[config.mk]
export PLATFORM = sky130hd
export DESIGN_NAME = branch_resolve_unit
export DESIGN_NICKNAME = d
export VERILOG_FILES = /design/src/rtl/branch_pkg.sv /design/src/rtl/branch_cmp.sv /design/src/rtl/branch_resolve_unit.sv
export SDC_FILE = /design/constraint.sdc
export NUM_CORES = 1
export LEC_CHECK = 0
export BUFFER_PORTS_ARGS = -buffer_cell sky130_fd_sc_hd__buf_2
export CAP_MARGIN = 20
export CORE_MARGIN = 3
export CORE_UTILIZATION = 47
export DETAILED_ROUTE_END_ITERATION = 7
export PLACE_DENSITY = 0.79
export SKIP_LAST_GASP = 1
export SYNTH_ARGS = -nofsm -noshare
export SYNTH_HDL_FRONTEND = slang
export SYNTH_SLANG_ARGS = --single-unit
[constraint.sdc]
create_clock -name clk -period 3.4 [get_ports clk]
set_input_delay 0.51 -clock clk [delete_from_list [all_inputs] [get_ports clk]]
set_output_delay 0.51 -clock clk [all_outputs]
set_load 0.005 [all_outputs]
[src/rtl/branch_pkg.sv]
// Branch condition encodings and the result record produced by the resolve stage.
package branch_pkg;

  localparam logic [2:0] BEQ  = 3'b000;
  localparam logic [2:0] BNE  = 3'b001;
  localparam logic [2:0] BLT  = 3'b100;
  localparam logic [2:0] BGE  = 3'b101;
  localparam logic [2:0] BLTU = 3'b110;
  localparam logic [2:0] BGEU = 3'b111;

  // Widest supported PC; narrower configurations use the low bits of redirect_pc.
  localparam int MAX_XLEN = 64;

  typedef struct packed {
    logic                taken;
    logic                mispredict;
    logic                illegal;
    logic [MAX_XLEN-1:0] redirect_pc;
  } br_result_t;

  function automatic logic is_illegal_f3(input logic [2:0] f3);
    return (f3 == 3'b010) || (f3 == 3'b011);
  endfunction

endpackage

[src/rtl/branch_cmp.sv]
// Operand comparator and funct3 decode that produce the resolved branch direction.
module branch_cmp
  import branch_pkg::*;
#(
  parameter int XLEN = 32
) (
  input  logic            is_branch_i,
  input  logic [2:0]      funct3_i,
  input  logic [XLEN-1:0] rs1_i,
  input  logic [XLEN-1:0] rs2_i,
  output logic            taken_o,
  output logic            illegal_o
);

  logic eq;
  logic lt;
  logic ltu;
  logic cond;

  assign eq  = (rs1_i == rs2_i);
  assign lt  = ($signed(rs1_i) < $signed(rs2_i));
  assign ltu = (rs1_i < rs2_i);

  always_comb begin
    cond = 1'b0;
    case (funct3_i)
      BEQ:     cond = eq;
      BNE:     cond = !eq;
      BLT:     cond = lt;
      BGE:     cond = !lt;
      BLTU:    cond = ltu;
      BGEU:    cond = !ltu;
      default: cond = 1'b0;
    endcase
  end

  assign illegal_o = is_branch_i && is_illegal_f3(funct3_i);
  assign taken_o   = is_branch_i && !illegal_o && cond;

endmodule

[src/rtl/branch_resolve_unit.sv]
// ID/EX branch resolution: target adders, optional output register, handshake and
// saturating branch/mispredict counters.
module branch_resolve_unit
  import branch_pkg::*;
#(
  parameter int XLEN  = 32,
  parameter int PIPE  = 1,
  parameter int CNT_W = 16
) (
  input  logic             clk,
  input  logic             rst,
  input  logic             in_valid,
  output logic             in_ready,
  input  logic             is_branch,
  input  logic [2:0]       funct3,
  input  logic [XLEN-1:0]  rs1Data,
  input  logic [XLEN-1:0]  rs2Data,
  input  logic [XLEN-1:0]  pc,
  input  logic [XLEN-1:0]  imm,
  input  logic             pred_taken,
  input  logic [XLEN-1:0]  pred_target,
  input  logic             kill,
  output logic             out_valid,
  input  logic             out_ready,
  output logic             taken,
  output logic             mispredict,
  output logic [XLEN-1:0]  redirect_pc,
  output logic             illegal,
  output logic [CNT_W-1:0] br_cnt,
  output logic [CNT_W-1:0] mp_cnt
);

  logic             cmpTaken;
  logic             cmpIllegal;
  logic [XLEN-1:0]  tgt;
  logic [XLEN-1:0]  seqPc;
  br_result_t       result_d;
  br_result_t       resultOut;
  logic             resIsBranch;
  logic             handshake;
  logic             unusedRedirectHi;
  logic [CNT_W-1:0] brCnt_q;
  logic [CNT_W-1:0] mpCnt_q;

  branch_cmp #(.XLEN(XLEN)) u_cmp (
    .is_branch_i (is_branch),
    .funct3_i    (funct3),
    .rs1_i       (rs1Data),
    .rs2_i       (rs2Data),
    .taken_o     (cmpTaken),
    .illegal_o   (cmpIllegal)
  );

  assign tgt   = pc + imm;
  assign seqPc = pc + XLEN'(4);

  // A non-branch predicted taken also mispredicts, since taken is forced low for it.
  always_comb begin
    result_d             = '0;
    result_d.taken       = cmpTaken;
    result_d.illegal     = cmpIllegal;
    result_d.redirect_pc = MAX_XLEN'(cmpTaken ? tgt : seqPc);
    result_d.mispredict  = !cmpIllegal &&
                           ((cmpTaken != pred_taken) || (cmpTaken && (pred_target != tgt)));
  end

  if (PIPE != 0) begin : g_pipe
    logic       outValid_q;
    logic       isBranch_q;
    br_result_t result_q;
    logic       accept;

    assign in_ready = !outValid_q || out_ready;
    assign accept   = in_valid && in_ready && !kill;

    // Kill wins over both a same-cycle accept and a same-cycle drain.
    always_ff @(posedge clk) begin
      if (rst) begin
        outValid_q <= 1'b0;
        isBranch_q <= 1'b0;
        result_q   <= '0;
      end else if (kill) begin
        outValid_q <= 1'b0;
      end else if (accept) begin
        outValid_q <= 1'b1;
        isBranch_q <= is_branch;
        result_q   <= result_d;
      end else if (out_ready) begin
        outValid_q <= 1'b0;
      end
    end

    assign out_valid   = outValid_q;
    assign resultOut   = result_q;
    assign resIsBranch = isBranch_q;
  end else begin : g_comb
    assign out_valid   = in_valid && !kill;
    assign in_ready    = out_ready;
    assign resultOut   = result_d;
    assign resIsBranch = is_branch;
  end

  assign handshake = out_valid && out_ready && !kill;

  always_ff @(posedge clk) begin
    if (rst) begin
      brCnt_q <= '0;
      mpCnt_q <= '0;
    end else if (handshake) begin
      if (resIsBranch && (brCnt_q != '1)) brCnt_q <= brCnt_q + CNT_W'(1);
      if (resultOut.mispredict && (mpCnt_q != '1)) mpCnt_q <= mpCnt_q + CNT_W'(1);
    end
  end

  assign taken            = resultOut.taken;
  assign mispredict       = resultOut.mispredict;
  assign illegal          = resultOut.illegal;
  assign redirect_pc      = resultOut.redirect_pc[XLEN-1:0];
  assign unusedRedirectHi = ^resultOut.redirect_pc;
  assign br_cnt           = brCnt_q;
  assign mp_cnt           = mpCnt_q;

endmodule

# Word-level counts from Yosys, hierarchy flattened
# Index checks and enable logic that the tools add are counted.
[classes]
n_addsub = 4
order_cmp = 2
n_eq_ne = 12
muxes = 4
bitwise_logic = 1
n_reduce_logical = 26
[ops]
columns = ["operator", "count"]
rows = [
  ["32-bit < comparator", 2],
  ["16-bit by 1-bit adder with 16-bit output (second input constant)", 2],
  ["32-bit by 3-bit adder with 32-bit output (second input constant)", 1],
  ["32-bit adder", 1],
  ["32-bit == test", 1],
  ["32-bit two-way mux", 1],
  ["16-bit inequality test (second input constant)", 2],
  ["32-bit inequality test", 1],
  ["3-bit == test (second input constant)", 4],
  ["1-bit logical AND", 11],
  ["3-bit by 2-bit == test with 1-bit output (second input constant)", 2],
  ["1-bit logical NOT", 6],
  ["1-bit one-hot mux with 6 select lines", 1],
  ["2-bit AND reduction", 3],
  ["3-bit by 1-bit == test with 1-bit output (second input constant)", 1],
  ["3-bit logical NOT", 1],
  ["1-bit logical OR", 3],
  ["1-bit two-way mux", 2],
  ["2-bit nonzero test", 1],
  ["2-bit OR reduction", 1],
  ["1-bit inequality test", 1],
  ["1-bit NOT", 1],
]
[totals]
ff_bits = 69
inputBits = 170
output_inout_bits = 69
wordCells = 57

# Depth between registers and ports, before layout
# Gate-level depths: netlist (run 1).
[logic_depth]
depth_word = 9
ltp_mapped = 13
mapped_depth_nobuf = 12

# Modules after synthesis
# Synthesis (run 1) repeated with hierarchy kept, for this count alone.
[unflattened]
hier_cells = 979
hier_area_um2 = 7348.3
[by_module_without_submodules]
columns = ["mod", "n_inst", "cells_each", "area_per_inst_um2", "seq_area_each_um2"]
rows = [
  ["branch_resolve_unit", 1, 849, 6441.2, 1381.3],
  ["branch_cmp", 1, 130, 907.1, 0.0],
]

# Worst setup path after synthesis (run 1)
# No wires, ideal clock.
[synth_timing]
path_kind = "input -> register"
from = "in pc[0]"
to = "reg g_pipe.result_q, in the netlist mispredict"
setup_ps = 125
t_arrival_ps = 3497
t_required_ps = 3275
path_slack_ps = -223
stages = 12
n_path_buf = 0
path_cell_list = "ha_1 > fa_1 > a21o_1 > a221o_2 > a221oi_4 > o311a_4 > nor3_1 > or4_1 > nor4_2 > nand4b_1 > nor4b_2 > a31oi_1"
[synth_between]
elab_chain_cells = 5
[synth_lines]
columns = ["element", "line_no", "source"]
rows = [
  ["start: declaration", "branch_resolve_unit.sv:18", "input logic [XLEN-1:0] pc,"],
  ["32-bit adder", "branch_resolve_unit.sv:54", "assign tgt = pc + imm;"],
  ["32-bit inequality test", "branch_resolve_unit.sv:64", "((cmpTaken != pred_taken) || (cmpTaken && (pred_target != tgt)));"],
  ["1-bit logical AND", "branch_resolve_unit.sv:64", ""],
  ["1-bit logical OR", "branch_resolve_unit.sv:64", ""],
  ["1-bit logical AND", "branch_resolve_unit.sv:63", "result_d.mispredict = !cmpIllegal &&"],
  ["end signal: assignment", "branch_resolve_unit.sv:87", "result_q <= result_d;"],
  ["end: declaration", "branch_resolve_unit.sv:70", "br_result_t result_q;"],
]
# Every way passes these cells.
# A chain may end at the register's enable or synchronous reset.

# Worst setup path after layout (run 1)
# Same ends and word-level chain as after synthesis.

==> results of run 1 <==
## final timing paths
kind,startpoint,end,cells past startpoint
max,pc[0],mispredict,14
min,kill,out_valid,2
max reg2reg,out_valid,mispredict,11
min reg2reg,redirect_pc[6],redirect_pc[6],2
## Yosys cell counts, drive strengths merged, types with 3 or more instances
cell and instances:
nand2b 4, or3 11, ha 66, a21o 16
a2111oi 7, nor4b 6, buf 7, inv 43
o21a 3, and4 3, and3 21, dfxtp 69
a211o 4, a211oi 10, nor3b 3, a21oi 78
o21ai 46, xnor2 43, nand3 34, nor2b 9
o211ai 22, a31oi 5, nor3 14, nand4 27
a311oi 3, and2 4, a221oi 6, xnor3 5
or2 3, nand2 123, nor2 78, clkbuf 35
xor2 59, mux2i 8, nor4 5, nand3b 4
xor3 4, o22ai 3
## registers in the layout, indices dropped and copies added (netlist names)
register           flops
redirect_pc           32
br_cnt                16
mp_cnt                16
g_pipe.isBranch_q      1
illegal                1
mispredict             1
out_valid              1
taken                  1
## power by group
group	leakage, nW	internal, mW	switching (mW)
clock	0.158	0.660	0.344
combinational	4.19	0.685	0.667
sequential	0.560	0.836	0.0155
## metal layers
metal,GRT usage,up-vias,part of all wire
met5,0,-,0
met1,0.367,3739,0.42
met2,0.481,357,0.47
li1,-,4062,-
met4,0.0724,0,0.019
met3,0.0435,37,0.090
## per-stage QoR
| step | setup slack, ns | utilization |
|---|---|---|
| 5_1_grt | -0.184 | 0.702 |
| 3_3_place_gp | -0.384 | 0.667 |
| 4_1_cts | -0.0363 | 0.701 |
| 2_1_floorplan | -0.171 | - |
| 3_5_place_dp | -0.520 | 0.667 |
| 6_report | -0.0801 | 0.702 |
## area by class of cell
| cell class | count | area, µm² |
|---|---|---|
| Clock inverter | 6 | 86.3 |
| Sequential cell | 69 | 1380 |
| Clock buffer | 10 | 239 |
| Tap cell | 180 | 225 |
| Timing Repair Buffer | 410 | 2510 |
| Multi-Input combinational cell | 764 | 5330 |
| Inverter | 43 | 161 |
| Fill cell | 1197 | 4220 |
## repair_timing
action                                  in CTS  in global routing
setup buffers                               12                  0
endpoints found under the setup margin       1                  2
pin swaps                                   18                  0
gates resized for setup                     12                  4
## worst reg2reg max path, cell delays in order, from the launching register on
cell	delay, ns
dfxtp_1	0.32
nor2b_1	0.17
inv_1	0.09
nand3b_1	0.18
a2111oi_1	0.44
o2111ai_1	0.16
nor4_1	0.31
nand4_1	0.23
nor4_4	0.22
nand4b_1	0.19
nor4b_4	0.25
a31oi_1	0.11
## cell families after synthesis
family / after synthesis / share of synthesized area
buffers and inverters: 85 / 0.0480
muxes: 8 / 0.0115
adders and majority gates: 67 / 0.122
and+or+nand+nor: 356 / 0.250
DFF: 69 / 0.199
xor gates and xnor gates: 111 / 0.159
AOI/OAI and AO/OA: 222 / 0.211
## cell usage in the layout (no fill, tap or decap), types with 8 or more instances in the layout
| cell | count |
|---|---|
| xor2_1 | 58 |
| nand4_1 | 27 |
| o21ai_0 | 43 |
| inv_1 | 43 |
| xnor2_1 | 42 |
| buf_4 | 170 |
| or3_1 | 11 |
| nor3_1 | 14 |
| clkbuf_16 | 9 |
| a21oi_1 | 78 |
| nor2_1 | 78 |
| nand3_1 | 34 |
| o211ai_1 | 22 |
| and3_1 | 20 |
| dfxtp_1 | 69 |
| nor2b_1 | 9 |
| a21o_1 | 15 |
| ha_1 | 65 |
| nand2_1 | 123 |
| buf_2 | 236 |
| mux2i_1 | 8 |
| a211oi_1 | 10 |
==> flow_summary.yaml, run 1 <==
outcome:
  status: "finished, violations left"
  violations: "setup timing"
synth:
  synth.cell_area_um2: 6950
  synthDistinctLibCells: 72
  ys_seq_area_frac: 0.199
  yosysTopAreaCell: "dfxtp_1"
  avgSynthCellArea_um2: 7.57
  ys_seq_elements: 69
  synth-async-reset-ratio: 0
  synth-edff-count: 0
  synthFlopType: "dfxtp_1"
  postSynthCellCount: 918
  synth.top_cell.area_share: 0.199
  syn_nets: 1155
  ys_warn_count: 0
  ys_top_cells_by_area: "dfxtp_1 20%, ha_1 12%, xor2_1 7.4%"
global_route:
  antenna_found_initial: 0
  grt_max_degree: 71
  grtUsageTotal: 0.280
  grt_overflow: 0
  grt_pass1_vias: 7775
  grt_pass1_wl_mm: 37.4
clock_network:
  clk_pin_slew_ns: 0.05
  postCtsHoldBufs: 0
  cts_root_buf: "clkbuf_16"
  clk_latency_ns: 0.33
  cts_made_buffers: 9
  ctsLongestPathBuffers: 2
  tritoncts: "done"
  cts.sinks: 69
  ctsHtreeMaxLevel: 3
timing:
  maxSlewHeadroom: 0.424
  clock-skew-final_ns: 0.00340
  worst_slew_pin_slew_ns: 0.858
  timing.fmax_ghz: 0.287
  rsz0062_at_grt: "yes"
  hold_viol_final: 0
  finalCritPeriodShare: 1.02
  setup_viol: 1
  setup_ws_ns: -0.0801
  period_minus_slack_ns: 3.48
  slew_violations: 0
  setup_tns_ns: -0.0801
  holdWs_ns: 0.410
route:
  wl_per_cell_um: 16.1
  via_per_inst: 5.53
  drcViolationCount: 0
  drtIter0Drc: 491
  drtPass1Iterations: 5
  routed-via-count: 8195
  ant_nets: 0
  drt-total-wl_mm: 23.8
floorplan:
  die_w_um: 128
  start_util: 0.491
  rows: 43
  floorplan.io_pins: 239
  core_um2: 14100
  die_area_um2: 16300
  chipHeight_um: 128
worst_setup_path:
  end_kind: "flop"
  critical_path_class: "primary input to flop"
  path_buf_inv: 2
  max_stage_delay_ns: 0.55
  startpoint_type: "primary input"
  crit_slowest_cell: "or4_4"
  reg2reg_slack_ns: 0.61
  cp_max_fo: 3
  crit_arrival_ns: 3.69
  crit_path_cell_trace: "buf_6 > ha_4 > fa_2 > a21o_1 > a221o_2 > a221oi_4 > buf_4 > xnor2_2 > xor2_1 > or4_4 > nor4_4 > nand4b_1 > nor4b_4 > a31oi_1"
  critPathTopFamily: "simple AND/OR/NAND/NOR gates"
  crit_required_ns: 3.61
placement:
  dp_hpwl_mm: 19.8
  place_area_um2: 9440
  dp.cells: 1454
  place.gp.congestion: 0.978
  port_buffers: 238
cells_and_area:
  area_growth_pct: 42.8
  final_area_um2: 9930
  diodes: 0
  fin_cells: 1482
  drive_gt1_frac: 0.352
  nNetsFinal: 1534
flow_run:
  cap_violations: 0
pwr:
  power.density_nw_per_um2: 323
  p_total_mw: 3.21
  ir_worst_vdd_uv: 230
  p_leak_nw: 4.90
worst_hold_path:
  hold_path.class: "primary input to flop"
Power figures use the tool's default switching activity.
==> run 2, diff against run 1 <==
--- a/config.mk
+++ b/config.mk
@@ -6,8 +6,7 @@
 export NUM_CORES = 1
 export LEC_CHECK = 0
 export BUFFER_PORTS_ARGS = -buffer_cell sky130_fd_sc_hd__buf_2
-export CAP_MARGIN = 20
-export CORE_MARGIN = 3
+export CORE_MARGIN = 1.5
 export CORE_UTILIZATION = 47
 export DETAILED_ROUTE_END_ITERATION = 7
 export PLACE_DENSITY = 0.79
==> flow_summary.yaml, run 2 (synthesis gave the netlist of run 1 again) <==
cells_and_area:
  nFillCells: 1240
  nNetsFinal: 1529
  area_growth_pct: 42.1
  layout_commonest_cell: "buf_2"
  fin_cells: 1481
  layout_common_cells: "238 x buf_2, 165 x buf_4, 123 x nand2_1"
  largest_register_ffs: 32
  drive_gt1_frac: 0.349
  diodes: 0
timing:
  setup_ws_ns: -0.00711
  maxSlewHeadroom: 0.510
  hold_viol_final: 0
  clock-skew-final_ns: 0.00516
  finalCritPeriodShare: 1.00
  slew_violations: 0
  setup_tns_ns: -0.00711
  worst_slew_pin_slew_ns: 0.735
  timing.fmax_ghz: 0.294
  setup_viol: 1
  rsz0062_at_grt: "yes"
  period_minus_slack_ns: 3.41
pwr:
  pwr-share-clk: 0.308
  p_leak_nw: 4.86
  p_int_mw: 2.11
  combPwrFrac: 0.418
  ir_worst_vdd_uv: 239
  power.density_nw_per_um2: 314
  pwr-share-seq: 0.274
  p_sw_mw: 0.991
  p_sw_frac: 0.319
floorplan:
  die_area_um2: 15500
  die_w_um: 125
  rows: 44
  floorplan.io_pins: 239
  chipHeight_um: 125
  start_util: 0.480
  core_um2: 14500
worst_setup_path:
  cp_max_fo: 4
  crit_arrival_ns: 3.62
  crit_slowest_cell: "or4_4"
  path_buf_inv: 2
  crit_required_ns: 3.61
  max_stage_delay_ns: 0.49
  crit_path_start: "pc[4]"
  critical_path_class: "primary input to flop"
  end_kind: "flop"
  critPathTopFamily: "simple AND/OR/NAND/NOR gates"
  reg2reg_from: "out_valid"
  crit_path_cell_trace: "buf_2 > ha_1 > buf_4 > and3_4 > a221o_2 > a221oi_4 > xnor2_1 > xor2_1 > or4_4 > nor4_2 > nand4b_1 > nor4b_4 > a31oi_1"
  startpoint_type: "primary input"
global_route:
  grt_overflow: 0
  antenna_found_initial: 0
  grt_pass1_vias: 7501
  grtUsageTotal: 0.283
  grt_max_degree: 71
  grt_pass1_wl_mm: 36.3
route:
  drt-total-wl_mm: 22.6
  drtIter0Drc: 617
  ant_nets: 0
  drcViolationCount: 0
  routed-via-count: 8011
  wl_per_cell_um: 15.3
  drtPass1Iterations: 5
  via_per_inst: 5.41
clock_network:
  postCtsHoldBufs: 0
  cts.sinks: 69
  clk_pin_slew_ns: 0.05
  ctsLongestPathBuffers: 2
  cts_root_buf: "clkbuf_16"
  ctsHtreeMaxLevel: 3
  tritoncts: "done"
  clk_latency_ns: 0.33
  cts_made_buffers: 9
outcome:
  status: "finished, violations left"
  violations: "setup timing"
placement:
  place.gp.congestion: 0.984
  place_worst_setup_slack_ns: -0.481
  dp.cells: 1461
  dp_hpwl_mm: 18.9
  port_buffers: 238
worst_hold_path:
  min-delay-start: "kill"
  hold_path.class: "primary input to flop"
flow_run:
  cap_violations: 0
## run 2: changes by cell type in the layout (fill, tap and decap cells not counted), sizes merged
cell / change
clkbuf: +3
clkinv: -2
bufinv: -1
buf: -5
## run 2: power groups by stage
stage / clock network (mW) / logic (mW) / registers [mW]
finish: 0.958 / 1.30 / 0.851
global route: 1.00 / 1.41 / 0.854
CTS: 0.974 / 1.27 / 0.851
detailed placement: 0 / 1.25 / 0.868
global placement: 0 / 1.24 / 0.866
floorplan: 0 / 0.681 / 0.869
## run 2: repair_timing
item	in CTS	in global routing
buffers inserted	4	0
pin swaps	11	4
gates resized for setup	3	12
setup endpoints to repair	1	1
## run 2: per-stage QoR
stage | hold slack [ns] | total power, mW | instance area (µm²) | util
after floorplan | 0.437 | 1.55 | 6970 | -
after global placement | 0.436 | 2.11 | 9470 | 0.654
after detailed placement | 0.440 | 2.12 | 9470 | 0.654
after CTS | 0.387 | 3.09 | 9820 | 0.679
after global routing | 0.409 | 3.27 | 9880 | 0.682
final | 0.393 | 3.11 | 9880 | 0.682
## run 2: routing by layer
metal,vias up,part of all wire,track usage
met3,47,0.072,0.0468
li1,4043,-,-
met2,286,0.45,0.463
met5,-,0,0
met1,3635,0.45,0.378
met4,0,0.027,0.0926
## run 2: layout make-up
type	instances	area, µm²	area share
Sequential cell	69	1380	0.140
Multi-Input combinational cell	764	5330	0.540
Clock inverter	3	42.5	0.00431
Tap cell	184	230	0.0233
Clock buffer	13	270	0.0274
Timing Repair Buffer	405	2460	0.249
Inverter	43	161	0.0163
## run 2: path summary, 6_finish.rpt
path	end	slack [ns]	cells after the start
max	mispredict	-0.007	13
min	out_valid	0.39	2
max reg2reg	mispredict	0.78	11
min reg2reg	redirect_pc[9]	0.45	2
## run 2: worst reg2reg max path: cells and delay by family (launching register included)
family / cells / cell delay (ns)
AOI/OAI and AO/OA: 3 / 0.67
DFF: 1 / 0.31
buffers and inverters: 1 / 0.08
and+or+nand+nor: 7 / 1.43
==> run 3, diff against run 2 <==
--- a/config.mk
+++ b/config.mk
@@ -6,6 +6,7 @@
 export NUM_CORES = 1
 export LEC_CHECK = 0
 export BUFFER_PORTS_ARGS = -buffer_cell sky130_fd_sc_hd__buf_2
+export CORE_ASPECT_RATIO = 0.8
 export CORE_MARGIN = 1.5
 export CORE_UTILIZATION = 47
 export DETAILED_ROUTE_END_ITERATION = 7
==> flow_summary.yaml, run 3 (synthesis gave the netlist of run 1 again) <==
outcome:
  status: "completed"
timing:
  clock-skew-final_ns: 0.00444
  slew_violations: 0
  hold_viol_final: 0
  timing.fmax_ghz: 0.295
  setup_viol: 0
  period_minus_slack_ns: 3.39
  rsz0062_at_grt: "yes"
  finalCritPeriodShare: 0.998
  worst_slew_pin_slew_ns: 0.779
  maxSlewHeadroom: 0.477
  setup_ws_ns: 0.00736
route:
  via_per_inst: 5.48
  drcViolationCount: 0
  drtIter0Drc: 514
  drt-total-wl_mm: 23.7
  wl_per_cell_um: 15.9
  ant_nets: 0
  drtPass1Iterations: 5
  routed-via-count: 8160
global_route:
  globalRouteMet2Util: 0.477
  grt_overflow: 0
  grt_pass1_vias: 7681
  grtUsageTotal: 0.296
  met1_usage: 0.411
  antenna_found_initial: 0
  grt_max_degree: 71
  grt_pass1_wl_mm: 37.5
  grt.busiest_layer: "met2"
  use_met3: 0.0422
pwr:
  power.density_nw_per_um2: 308
  p_total_mw: 3.08
  ir_worst_vdd_uv: 384
  p_leak_nw: 4.92
cells_and_area:
  layout_commonest_cell: "buf_2"
  final-seq-area_um2: 1380
  nFillCells: 1243
  drive_gt1_frac: 0.358
  nNetsFinal: 1539
  multi_input_area_um2: 5370
  largest_register_ffs: 32
  layout_common_cells: "235 x buf_2, 174 x buf_4, 123 x nand2_1"
  diodes: 0
  area_growth_pct: 43.7
clock_network:
  tritoncts: "done"
  ctsLongestPathBuffers: 2
  clk_pin_slew_ns: 0.05
  cts_root_buf: "clkbuf_16"
  clk_latency_ns: 0.32
  cts.sinks: 69
  ctsHtreeMaxLevel: 3
  cts_made_buffers: 9
  postCtsHoldBufs: 0
floorplan:
  rows: 39
  start_util: 0.485
  chipHeight_um: 112
  die_area_um2: 15500
  floorplan.io_pins: 239
  die_w_um: 139
  core_um2: 14300
worst_setup_path:
  end_kind: "flop"
  crit_slowest_cell: "or4_4"
  max_stage_delay_ns: 0.43
  crit_arrival_ns: 3.59
  critical_path_class: "primary input to flop"
  crit_required_ns: 3.60
  startpoint_type: "primary input"
  crit_path_cell_trace: "buf_6 > ha_4 > fa_2 > a21o_1 > a221o_2 > a221oi_4 > buf_4 > o311a_4 > nor3_2 > or4_4 > nor4_4 > nand4b_1 > nor4b_4 > a31oi_1"
  cp_max_fo: 2
placement:
  place.gp.congestion: 1.02
  dp_hpwl_mm: 19.9
  port_buffers: 238
  place_worst_setup_slack_ns: -0.532
worst_hold_path:
  hold_path.class: "primary input to flop"
flow_run:
  cap_violations: 0
run 3: layout make-up:
class | instances | area share
clock buffers | 13 | 0.0281
multi-input cells | 764 | 0.538
well taps | 184 | 0.0230
repair buffers | 415 | 0.256
clock inverters | 1 | 0.000501
inverters | 43 | 0.0162
flip-flops and latches | 69 | 0.138
run 3: through the flow:
stage	instance area [µm²]	instances	util	hold WS, ns	TNS, ns
6_report	9990	1489	0.696	0.413	0
5_1_grt	9990	1489	0.696	0.432	-0.157
4_1_cts	9950	1488	0.694	0.405	-0.00506
3_5_place_dp	9550	1471	0.665	0.444	-0.934
3_3_place_gp	9550	1471	0.665	0.438	-0.741
2_1_floorplan	6970	918	-	0.437	-0.171
run 3: report_power, final:
group | internal (mW) | switching, mW
logic | 0.681 | 0.672
registers | 0.837 | 0.0150
clock network | 0.563 | 0.310
run 3: final timing paths:
kind / start / end / slack [ns] / cells past startpoint
setup reg to reg: out_valid / mispredict / 0.68 / 11
setup / recovery: pc[0] / mispredict / 0.007 / 14
hold reg to reg: redirect_pc[6] / redirect_pc[6] / 0.45 / 2
hold / removal: kill / out_valid / 0.41 / 2
run 3: worst max-delay path, delay by kind of cell:
family,cells,cell delay (ns)
simple gates,5,1.18
compound gates,5,1.14
fa+ha+maj,2,0.50
buf+inv,2,0.26
run 3: repair_timing:
action | CTS | global route
pin swaps | 18 | 2
gates resized for setup | 17 | 7
buffers inserted | 3 | 1
cloned | 0 | 0
endpoints found under the setup margin | 1 | 1
run 3: layer usage:
layer | share of wire | up-vias
met2 | 0.44 | 349
met5 | 0 | -
li1 | - | 4062
met1 | 0.45 | 3707
met3 | 0.094 | 42
met4 | 0.021 | 0
